### config.mk
export PLATFORM = sky130hd
export DESIGN_NAME = pipelined_control_unit
export DESIGN_NICKNAME = d
export VERILOG_FILES = /design/src/rtl/pipelined_control_unit.sv
export SDC_FILE = /design/constraint.sdc
export NUM_CORES = 1
export LEC_CHECK = 0
export CAP_MARGIN = 20
export CELL_PAD_IN_SITES_DETAIL_PLACEMENT = 0
export CELL_PAD_IN_SITES_GLOBAL_PLACEMENT = 1
export CORE_UTILIZATION = 36
export DETAILED_ROUTE_END_ITERATION = 10
export MAX_ROUTING_LAYER = met4
export PLACE_DENSITY_LB_ADDON = 0.12
export SYNTH_ARGS = -nofsm -noshare
export SYNTH_HDL_FRONTEND = slang
export SYNTH_SLANG_ARGS = --single-unit
### constraint.sdc
create_clock -name clk -period 3.5 [get_ports clk]
set_clock_uncertainty 0.05 [all_clocks]
set_input_delay 0.7 -clock clk [delete_from_list [all_inputs] [get_ports clk]]
set_output_delay 0.7 -clock clk [all_outputs]
set_load 0.05 [all_outputs]
### src/rtl/pipelined_control_unit.sv
// Five-stage RISC-V control unit: ID decode, control bundle carried through
// ID/EX, EX/MEM and MEM/WB, with load-use stall and branch/jump flush.
module pipelined_control_unit #(
   parameter int ALU_OP_W   = 2,
   parameter int REG_ADDR_W = 5,
   parameter bit EXT_OPS    = 1'b0
) (
   input  logic                  clk,
   input  logic                  arst_n,
   input  logic [6:0]            id_opcode,
   input  logic [REG_ADDR_W-1:0] id_rs1,
   input  logic [REG_ADDR_W-1:0] id_rs2,
   input  logic [REG_ADDR_W-1:0] id_rd,
   input  logic                  flush,
   output logic                  hazard_stall,
   output logic                  id_illegal,
   output logic [ALU_OP_W-1:0]   ex_alu_op,
   output logic                  ex_alu_src,
   output logic                  ex_alu_src_a,
   output logic                  ex_mem_read,
   output logic [REG_ADDR_W-1:0] ex_rd,
   output logic                  mem_branch,
   output logic                  mem_jump,
   output logic                  mem_mem_read,
   output logic                  mem_mem_write,
   output logic                  wb_reg_write,
   output logic                  wb_mem_2_reg,
   output logic [REG_ADDR_W-1:0] wb_rd
);

   if (EXT_OPS && ALU_OP_W < 3) begin : g_bad_cfg
      $error("EXT_OPS=1 needs ALU_OP_W >= 3");
   end

   localparam logic [6:0] OP_R     = 7'b0110011;
   localparam logic [6:0] OP_I     = 7'b0010011;
   localparam logic [6:0] OP_LOAD  = 7'b0000011;
   localparam logic [6:0] OP_STORE = 7'b0100011;
   localparam logic [6:0] OP_BEQ   = 7'b1100011;
   localparam logic [6:0] OP_JAL   = 7'b1101111;
   localparam logic [6:0] OP_LUI   = 7'b0110111;
   localparam logic [6:0] OP_AUIPC = 7'b0010111;
   localparam logic [6:0] OP_JALR  = 7'b1100111;

   typedef struct packed {
      logic                  regw;
      logic                  m2r;
      logic [REG_ADDR_W-1:0] rd;
   } wb_t;

   typedef struct packed {
      logic branch;
      logic jump;
      logic mread;
      logic mwrite;
      wb_t  wb;
   } mem_t;

   typedef struct packed {
      logic                src_a;
      logic                src_b;
      logic [ALU_OP_W-1:0] alu_op;
      mem_t                m;
   } ctrl_t;

   ctrl_t dec;
   logic  illegal;
   logic  uses_rs2;
   logic  ld_use;

   ctrl_t idex_d, idex_q;
   mem_t  exmem_d, exmem_q;
   wb_t   memwb_d, memwb_q;

   always_comb begin
      dec      = '0;
      illegal  = 1'b0;
      uses_rs2 = 1'b0;
      unique case (id_opcode)
         OP_R: begin
            dec.m.wb.regw = 1'b1;
            dec.alu_op    = ALU_OP_W'(2'b10);
            uses_rs2      = 1'b1;
         end
         OP_I: begin
            dec.src_b     = 1'b1;
            dec.m.wb.regw = 1'b1;
            dec.alu_op    = ALU_OP_W'(2'b11);
         end
         OP_LOAD: begin
            dec.src_b     = 1'b1;
            dec.m.mread   = 1'b1;
            dec.m.wb.m2r  = 1'b1;
            dec.m.wb.regw = 1'b1;
         end
         OP_STORE: begin
            dec.src_b    = 1'b1;
            dec.m.mwrite = 1'b1;
            uses_rs2     = 1'b1;
         end
         OP_BEQ: begin
            dec.m.branch = 1'b1;
            dec.alu_op   = ALU_OP_W'(2'b01);
            uses_rs2     = 1'b1;
         end
         OP_JAL: begin
            dec.src_a     = 1'b1;
            dec.src_b     = 1'b1;
            dec.m.wb.regw = 1'b1;
            dec.m.jump    = 1'b1;
         end
         OP_LUI: begin
            if (EXT_OPS) begin
               dec.src_b     = 1'b1;
               dec.m.wb.regw = 1'b1;
               dec.alu_op    = ALU_OP_W'(3'b100);
            end else begin
               illegal = 1'b1;
            end
         end
         OP_AUIPC: begin
            if (EXT_OPS) begin
               dec.src_a     = 1'b1;
               dec.src_b     = 1'b1;
               dec.m.wb.regw = 1'b1;
            end else begin
               illegal = 1'b1;
            end
         end
         OP_JALR: begin
            if (EXT_OPS) begin
               dec.src_b     = 1'b1;
               dec.m.wb.regw = 1'b1;
               dec.m.jump    = 1'b1;
            end else begin
               illegal = 1'b1;
            end
         end
         default: illegal = 1'b1;
      endcase
      if (!illegal) dec.m.wb.rd = id_rd;
      // x0 is never a real destination
      if (id_rd == '0) dec.m.wb.regw = 1'b0;
   end

   assign ld_use = idex_q.m.mread
                && (idex_q.m.wb.rd != '0)
                && ((idex_q.m.wb.rd == id_rs1)
                 || (uses_rs2 && idex_q.m.wb.rd == id_rs2));

   assign hazard_stall = ld_use && !flush;
   assign id_illegal   = illegal;

   always_comb begin
      idex_d  = (flush || hazard_stall) ? '0 : dec;
      exmem_d = flush ? '0 : idex_q.m;
      memwb_d = exmem_q.wb;
   end

   always_ff @(posedge clk or negedge arst_n) begin
      if (!arst_n) begin
         idex_q  <= '0;
         exmem_q <= '0;
         memwb_q <= '0;
      end else begin
         idex_q  <= idex_d;
         exmem_q <= exmem_d;
         memwb_q <= memwb_d;
      end
   end

   assign ex_alu_op     = idex_q.alu_op;
   assign ex_alu_src    = idex_q.src_b;
   assign ex_alu_src_a  = idex_q.src_a;
   assign ex_mem_read   = idex_q.m.mread;
   assign ex_rd         = idex_q.m.wb.rd;
   assign mem_branch    = exmem_q.branch;
   assign mem_jump      = exmem_q.jump;
   assign mem_mem_read  = exmem_q.mread;
   assign mem_mem_write = exmem_q.mwrite;
   assign wb_reg_write  = memwb_q.regw;
   assign wb_mem_2_reg  = memwb_q.m2r;
   assign wb_rd         = memwb_q.rd;

endmodule

==> parameters.txt <==
Parameter                              Value

Critical path
  Element type at the critical path end ... output pin
  Critical path required time ... 2750 ps
  Critical path peak fanout ... 6
  Critical path class ... in2out
  Worst endpoint data arrival time ... 2270 ps
  Nature of the critical path startpoint ... input pin

Clock tree
  Gates resized, CTS repair ... 0
  # H-tree levels ... 2
  Hold buffer count at CTS ... 0
  Clock root buffer ... sky130_fd_sc_hd__clkbuf_4
  Clock latency on the worst-skew pair ... 320 ps
  Buffers from clock root to sink, at most ... 2
  Post-CTS setup-driven buffer insertion count ... 0
  Number of buffers created by CTS ... 5
  CTS tree ... yes
  Clock-pin slew on the worst setup and hold paths ... 90 ps
  CTS Sinks ... 30

STA
  Worst-margin pin slew ... 517 ps
  Setup violation total in the final timing report ... 0
  Final TNS setup ... 0 ps
  Unrepaired setup endpoints after global routing ... false
  Maximum clock frequency ... 331 MHz
  Period utilisation layout ... 0.863
  Slew HR ... 0.654
  Hold Fails Final Rpt ... 0
  Max-slew violations ... 0
  Final period demand of the worst path ... 3020 ps

Hold path
  Hold crit path type ... reg2reg

Synthesis
  Number of distinct standard cells referenced by the synthesized netlist ... 27
  Largest cells by area after synthesis ... sky130_fd_sc_hd__dfrtp_1 (57%), sky130_fd_sc_hd__xor2_1 (5.3%), sky130_fd_sc_hd__nor2b_1 (5.2%), sky130_fd_sc_hd__buf_4 (4.0%), sky130_fd_sc_hd__nor4_4 (3.2%)
  Leading area contributor after synthesis ... sky130_fd_sc_hd__dfrtp_1
  Fraction of synthesis flops using an asynchronous set or reset pin ... 1.00
  Area share of the largest cell type after synthesis ... 0.571
  Mapped Area ... 1320 sq um
  Number of warnings printed during yosys synthesis ... 0
  Sequential cell area fraction in the yosys report ... 0.571
  Synth Instances ... 103
  Syn nets ... 128
  Register bit count reported by yosys ... 30
  Most used flip-flop cell after synthesis ... sky130_fd_sc_hd__dfrtp_1
  Number of enable-type register cells in the synthesized netlist ... 0
  Mean instance size in the synthesized netlist ... 12.8 sq um

Cells and area
  Sequential cell area ... 751 sq um
  Layout net count ... 175
  Largest register by flop count ... exmem_q
  Final std cells w/o fill ... 197
  Syn-to-layout area delta ... 42.5%
  Flip-flop count of the largest register, all copies and words added ... 6
  Filler cell count in the final layout ... 302
  Area of combinational cells with multiple inputs ... 493 sq um
  Final Instance Area ... 1870 sq um
  Count of antenna diodes in the layout ... 0
  Fraction of layout instances using a drive strength above 1 ... 0.139

Placement
  IO buf count ... 47
  HPWL after detailed placement ... 1.87 mm
  RePlAce Congestion ... 0.794
  Placed Cells incl. Taps ... 189
  Placement Cell Area ... 1810 sq um

Global routing
  Overflow left after global routing ... 0
  Pin count of the biggest net entering global routing ... 31
  Number of global-route vias before repair ... 952
  Antenna violations before repair ... 0
  Global-route wire length before repair ... 4.41 mm
  Total GRT Usage ... 0.154

Die
  Height of the die ... 62.4 um
  Initial Utilization ... 0.385
  Floorplan row count ... 21
  Chip width ... 62.4 um
  Area of the core region ... 3420 sq um
  Die footprint ... 3900 sq um
  Top-Level Pins ... 48

Power
  Ratio of total power to cell area ... 339 nW/um^2
  Static leakage ... 0.000803 uW
  Maximum vdd ir drop ... 0.135 mV

Routing
  Final routed DRC violation total ... 0
  Routed Wire Length ... 2.47 mm
  DR WL/cell ... 12.6 um
  Count of vias placed by the detailed router ... 936
  First-pass detailed-route iteration total ... 4
  First-iteration detailed-routing DRC count ... 35
  Mean number of vias per cell ... 4.75
  Count of antenna-violating nets left after detailed routing ... 0

Job
  Max Cap Viol ... 0

Status
  Result of the run ... complete, no violations
-- worst paths after layout --
check | start | endpoint | slack (ps) | cells after the start
worst max-delay path | id_opcode[2] | hazard_stall | 480 | 7
worst min-delay path | exmem_q[4]$_DFF_PN0_ | wb_rd[4]$_DFF_PN0_ | 300 | 0
worst max register to register | ex_rd[4]$_DFF_PN0_ | ex_rd[0]$_DFF_PN0_ | 1590 | 5
worst min register to register | exmem_q[4]$_DFF_PN0_ | wb_rd[4]$_DFF_PN0_ | 300 | 0
max in group asynchronous | arst_n | ex_rd[4]$_DFF_PN0_ | 2430 | 2
min in group asynchronous | arst_n | wb_rd[4]$_DFF_PN0_ | 700 | 2
-- through the flow --
| step | hold slack (ps) | util | worst slack, ps | power, uW |
|---|---|---|---|---|
| after global placement | 281 | 0.531 | 491 | 432 |
| after floorplan | 281 | - | 662 | 385 |
| after CTS | 306 | 0.549 | 472 | 644 |
| after detailed placement | 285 | 0.531 | 472 | 433 |
| after global routing | 310 | 0.549 | 354 | 670 |
| final | 303 | 0.549 | 479 | 635 |
-- area by class of cell --
type                    instances  area share
well taps                      46      0.0307
clock inverters                 1     0.00267
clock buffers                   7      0.0294
repair buffers                 50       0.274
flip-flops and latches         30       0.401
multi-input cells              63       0.263
-- power by group --
group          switching, uW  total [uW]  internal, uW
Sequential              1.26         349           348
Combinational           36.2        75.5          39.3
Clock                    113         210          97.2
-- layer usage --
layer  part of all wire  up-vias  global-route usage
met5                  0        -                   -
met4              0.016        0              0.0610
met3              0.058        5              0.0493
met2               0.50       32               0.243
met1               0.43      453               0.181
li1                   -      446                   -
-- cells by family (layout without fill, tap and decap cells) --
group	Yosys count	in the layout	synth area share
buffers and inverters	10	58	0.0542
DFF	30	30	0.571
and+or+nand+nor	45	45	0.270
AOI/OAI and AO/OA	8	8	0.0381
xor gates and xnor gates	10	10	0.0666
-- placed cells by master, fill, tap and decap left out --
master | Yosys | routed
sky130_fd_sc_hd__a21o_1 | 1 | 1
sky130_fd_sc_hd__a21oi_1 | 3 | 3
sky130_fd_sc_hd__a21oi_2 | 1 | 1
sky130_fd_sc_hd__and2b_1 | 1 | 1
sky130_fd_sc_hd__buf_12 | 0 | 2
sky130_fd_sc_hd__buf_4 | 7 | 3
sky130_fd_sc_hd__clkbuf_1 | 1 | 1
sky130_fd_sc_hd__clkbuf_4 | 0 | 5
sky130_fd_sc_hd__clkbuf_8 | 0 | 1
sky130_fd_sc_hd__clkdlybuf4s50_1 | 0 | 45
sky130_fd_sc_hd__clkinv_2 | 0 | 1
sky130_fd_sc_hd__dfrtp_1 | 30 | 30
sky130_fd_sc_hd__nand2_1 | 2 | 2
sky130_fd_sc_hd__nand2b_1 | 2 | 2
sky130_fd_sc_hd__nand3_1 | 3 | 3
sky130_fd_sc_hd__nand3b_1 | 1 | 1
sky130_fd_sc_hd__nand4_1 | 1 | 1
sky130_fd_sc_hd__nand4bb_4 | 1 | 1
sky130_fd_sc_hd__nor2_1 | 4 | 4
sky130_fd_sc_hd__nor2b_1 | 11 | 11
sky130_fd_sc_hd__nor3_1 | 5 | 5
sky130_fd_sc_hd__nor4_2 | 2 | 2
sky130_fd_sc_hd__nor4_4 | 2 | 2
sky130_fd_sc_hd__nor4b_1 | 4 | 4
sky130_fd_sc_hd__nor4b_2 | 2 | 2
sky130_fd_sc_hd__o21ai_0 | 2 | 2
sky130_fd_sc_hd__o21ai_2 | 1 | 1
sky130_fd_sc_hd__or4_1 | 4 | 4
sky130_fd_sc_hd__xnor2_1 | 2 | 2
sky130_fd_sc_hd__xor2_1 | 8 | 8
-- cells in the mapped netlist, drive strengths merged (2+ instances only) --
| cell | n |
|---|---|
| nor4 | 4 |
| o21ai | 3 |
| xor2 | 8 |
| nor3 | 5 |
| xnor2 | 2 |
| nand3 | 3 |
| dfrtp | 30 |
| nor4b | 6 |
| nor2 | 4 |
| nand2 | 2 |
| or4 | 4 |
| nor2b | 11 |
| buf | 9 |
| a21oi | 4 |
| nand2b | 2 |
-- worst max-delay path: stages --
cell and delay (ps):
sky130_fd_sc_hd__clkdlybuf4s50_1 460, sky130_fd_sc_hd__nand4bb_4 300, sky130_fd_sc_hd__nor3_1 210, sky130_fd_sc_hd__nand4_1 130, sky130_fd_sc_hd__a21oi_2 150, sky130_fd_sc_hd__and2b_1 190
sky130_fd_sc_hd__buf_12 150
Power figures use the tool's default switching activity.
